## config.mk

```make
export PLATFORM = sky130hd
export DESIGN_NAME = alu_4bit
export DESIGN_NICKNAME = d
export VERILOG_FILES = /design/src/rtl/alu_4bit.sv
export SDC_FILE = /design/constraint.sdc
export NUM_CORES = 1
export LEC_CHECK = 0
export ABC_CLOCK_PERIOD_IN_PS = 800
export BUFFER_PORTS_ARGS = -buffer_cell sky130_fd_sc_hd__buf_2
export CELL_PAD_IN_SITES_DETAIL_PLACEMENT = 0
export CELL_PAD_IN_SITES_GLOBAL_PLACEMENT = 1
export CORE_UTILIZATION = 35
export DETAILED_ROUTE_END_ITERATION = 6
export PLACE_DENSITY_LB_ADDON = 0.3
export SYNTH_ARGS = -nofsm -noshare
export SYNTH_HDL_FRONTEND = slang
export SYNTH_SLANG_ARGS = --single-unit
export TNS_END_PERCENT = 5
```

## constraint.sdc

```tcl
create_clock -name clk -period 0.8 [get_ports clk]
set_input_delay 0.04 -clock clk [delete_from_list [all_inputs] [get_ports clk]]
set_output_delay 0.04 -clock clk [all_outputs]
set_load 0.03 [all_outputs]
```

## src/rtl/alu_4bit.sv

```systemverilog
// Registered 4-bit ALU: arithmetic, logic and shift operations on unsigned
// operands A/B selected by OP, with an 8-bit result captured every clock.
module alu_4bit (
    input  logic       clk,
    input  logic       rst,
    input  logic [3:0] A,
    input  logic [3:0] B,
    input  logic [3:0] OP,
    output logic [7:0] R
);

    localparam logic [3:0] OP_ADD  = 4'b0000;
    localparam logic [3:0] OP_SUB  = 4'b0001;
    localparam logic [3:0] OP_MUL  = 4'b0011;
    localparam logic [3:0] OP_DIV  = 4'b0111;
    localparam logic [3:0] OP_MOD  = 4'b1111;
    localparam logic [3:0] OP_AND  = 4'b1000;
    localparam logic [3:0] OP_OR   = 4'b1001;
    localparam logic [3:0] OP_XOR  = 4'b1011;
    localparam logic [3:0] OP_NAND = 4'b1010;
    localparam logic [3:0] OP_SHL  = 4'b1100;
    localparam logic [3:0] OP_SHR  = 4'b1101;

    // Restoring division, returns {remainder, quotient}; divisor must be non-zero.
    function automatic logic [7:0] divmod(input logic [3:0] num, input logic [3:0] den);
        logic [4:0] rem;
        logic [3:0] quo;
        rem = 5'd0;
        quo = 4'd0;
        for (int i = 3; i >= 0; i--) begin
            rem = {rem[3:0], num[i]};
            if (rem >= {1'b0, den}) begin
                rem    = rem - {1'b0, den};
                quo[i] = 1'b1;
            end
        end
        return {rem[3:0], quo};
    endfunction

    logic [7:0] a_ext;
    logic [7:0] b_ext;
    logic [7:0] dm;
    logic [7:0] r_d;
    logic [7:0] r_q;

    assign a_ext = {4'h0, A};
    assign b_ext = {4'h0, B};
    assign dm    = divmod(A, B);

    always_comb begin
        r_d = 8'h00;
        case (OP)
            OP_ADD:  r_d = a_ext + b_ext;
            OP_SUB:  r_d = a_ext - b_ext;
            OP_MUL:  r_d = a_ext * b_ext;
            OP_DIV:  r_d = (B == 4'h0) ? 8'hFF : {4'h0, dm[3:0]};
            OP_MOD:  r_d = (B == 4'h0) ? a_ext : {4'h0, dm[7:4]};
            OP_AND:  r_d = {4'h0, A & B};
            OP_OR:   r_d = {4'h0, A | B};
            OP_XOR:  r_d = {4'h0, A ^ B};
            OP_NAND: r_d = {4'h0, ~(A & B)};
            OP_SHL:  r_d = a_ext << B[2:0];
            OP_SHR:  r_d = a_ext >> B[2:0];
            default: r_d = 8'h00;
        endcase
    end

    always_ff @(posedge clk or posedge rst) begin
        if (rst) begin
            r_q <= 8'h00;
        end else begin
            r_q <= r_d;
        end
    end

    assign R = r_q;

endmodule

```

==> flow_metrics.tcl <==
set metrics [dict create \
    dp_hpwl_um 6370 \
    clockBufferDepth 2 \
    critPathSlowestCell "mux2_4" \
    clockRootBuffer "clkbuf_8" \
    cts-buffers-inserted 3 \
    setup.worst_path.end_class "flop" \
    violations "negative setup slack" \
    ys_seq_area_frac 0.0837 \
    start_kind "input pin" \
    syn_inst 297 \
    ir_drop_uv 536 \
    synth_top_area_cell "ha_1" \
    maxCapViolCount 0 \
    routed-via-count 2585 \
    floorplan.initialDensity 0.370 \
    yosysWarnings 0 \
    hold_path.class "input pin to flop" \
    rsz0062_at_grt "true" \
    wirelength_um 7560 \
    worst_pin_slew_ns 0.556 \
    fin_total_pwr_mw 4.09 \
    layout_common_cells "buf_4, ha_1, nor2_1" \
    diodes 0 \
    place.gp.congestion 0.855 \
    ys_seq_elements 8 \
    synth_edf_count 0 \
    htreeDepth 1 \
    antenna_found_initial 0 \
    drc 0 \
    yosysTopAreaCellShare 0.220 \
    portBuffers 21 \
    status "finished with violations" \
    synthTopCellsByArea "ha_1, dfrtp_1, fa_1, nor2_1, a21oi_1" \
    whs_ns 0.282 \
    timing.fmax_mhz 226 \
    clock_sinks 8 \
    relSlewSlack 0.626 \
    crit_type "input pin to flop" \
    tritoncts "built" \
    drtIter0Drc 138 \
    grt.total_usage 0.223 \
    finalNetCount 483 \
    powerDensity_mw_per_mm2 1130 \
    rows 29 \
    fin_util 0.561 \
    io_pins 22 \
    netlist_area_mm2 0.00239 \
    routedWlPerCell_um 15.3 \
    synth_nets 362 \
    grt_pass1_vias 2690 \
    drtAntennaViolNets 0 \
    drt_pre_antenna_iters 6 \
    grt_max_degree 16 \
    core_mm2 0.00646 \
    avgSynthCellArea_um2 8.05 \
    arrival_ns 4.57 \
    cp_max_fo 5 \
    grt_pass1_wl_um 12800 \
    critical_path.max_stage_delay_ns 0.33 \
    synthFlopType "dfrtp_1" \
    syn2layout_area_growth_pct 51.5 \
    p_leak_nw 1.83 \
    die_w_um 84.7 \
    largest_reg_flops 8 \
    grt_overflow 0 \
    die_y_um 84.7 \
    clkSlewWorstSetupHoldPaths_ns 0.04 \
    async_flop_share 1.00 \
    setup_slack_ns -3.62 \
    ys_types 51 \
    layout-drive-gt1-share 0.425 \
    dieArea_mm2 0.00717 \
    final_common_cell "buf_4" \
    nFillCells 618 \
    setup_violations 8 \
    hold_viol 0 \
    required_ns 0.96 \
    viasPerCell 5.24 \
    slew_violations 0 \
    fin_crit_sh 5.52 \
    pre_cts_slack_ns -3.98 \
    post-route-min-period_ns 4.42 \
    cp_common_cell "ha_4" \
]
==> layout make-up <==
| type | count | area, um^2 | area share |
|---|---|---|---|
| flip-flops and latches | 8 | 200 | 0.0552 |
| multi-input cells | 254 | 2220 | 0.612 |
| clock buffers | 3 | 41.3 | 0.0114 |
| inverters | 22 | 92.6 | 0.0256 |
| well taps | 77 | 96.3 | 0.0266 |
| repair buffers | 129 | 975 | 0.269 |
==> stage by stage <==
step                      TNS, ns  instance area [um^2]  cells
after floorplan            -23.10                  2550    297
after global placement     -24.57                  3440    481
after detailed placement   -25.39                  3440    481
after CTS                  -23.15                  3560    490
after global routing       -23.77                  3620    493
final                      -22.20                  3620    493
==> timing repair <==
action | 4_1_cts | 5_1_grt
hold buffers | 1 | 0
pin swaps | 12 | 15
resized for setup | 11 | 12
setup endpoints to repair | 8 | 9
endpoints found under the hold margin | 8 | 0
buffers inserted | 5 | 3
==> worst max-delay path: cells and delay by family <==
| family | cells | cell delay (ns) |
|---|---|---|
| AOI/OAI and AO/OA | 12 | 2.09 |
| adders and majority gates | 4 | 0.98 |
| buffers and inverters | 2 | 0.19 |
| muxes | 3 | 0.82 |
| and+or+nand+nor | 4 | 0.43 |
==> where the power goes <==
part / switching, mW / internal, mW
clock: 0.135 / 0.324
sequential: 0.00868 / 0.453
combinational: 1.52 / 1.65
==> cell families (layout without fill, tap and decap cells) <==
kind of cell    Yosys count  after routing  synth area share
fa+ha+maj                51             51             0.295
simple gates             97             97             0.196
buf+inv                  35            154            0.0565
compound gates           78             78             0.240
xor+xnor                 13             13            0.0476
mux                      15             15            0.0821
flops                     8              8            0.0837
==> synthesized netlist by cell type, drive strengths merged, types with 4 or more instances <==
master,n
nor2,34
nand2,21
fa,9
mux2,4
mux2i,8
nand3,11
a21oi,23
and3,5
o21ai,16
nand2b,5
o211ai,5
clkbuf,10
dfrtp,8
a21o,7
inv,22
xor2,5
ha,42
nor3,9
xnor2,8
nor4,4
==> final timing paths <==
kind | from | endpoint | cells past startpoint
max | B[0] | R[1]$_DFF_PP0_ | 25
min | OP[2] | R[7]$_DFF_PP0_ | 5
max in group asynchronous | rst | R[6]$_DFF_PP0_ | 3
min in group asynchronous | rst | R[2]$_DFF_PP0_ | 3
==> per-layer routing <==
| layer | up-vias | global-route usage | routed length [um] |
|---|---|---|---|
| li1 | 1307 | - | - |
| met1 | 1219 | 0.282 | 3450 |
| met2 | 47 | 0.407 | 3740 |
| met3 | 12 | 0.0206 | 258 |
| met4 | 0 | 0.0570 | 109 |
| met5 | - | 0 | 0 |
Note: power is estimated with default switching activity, not from simulation.
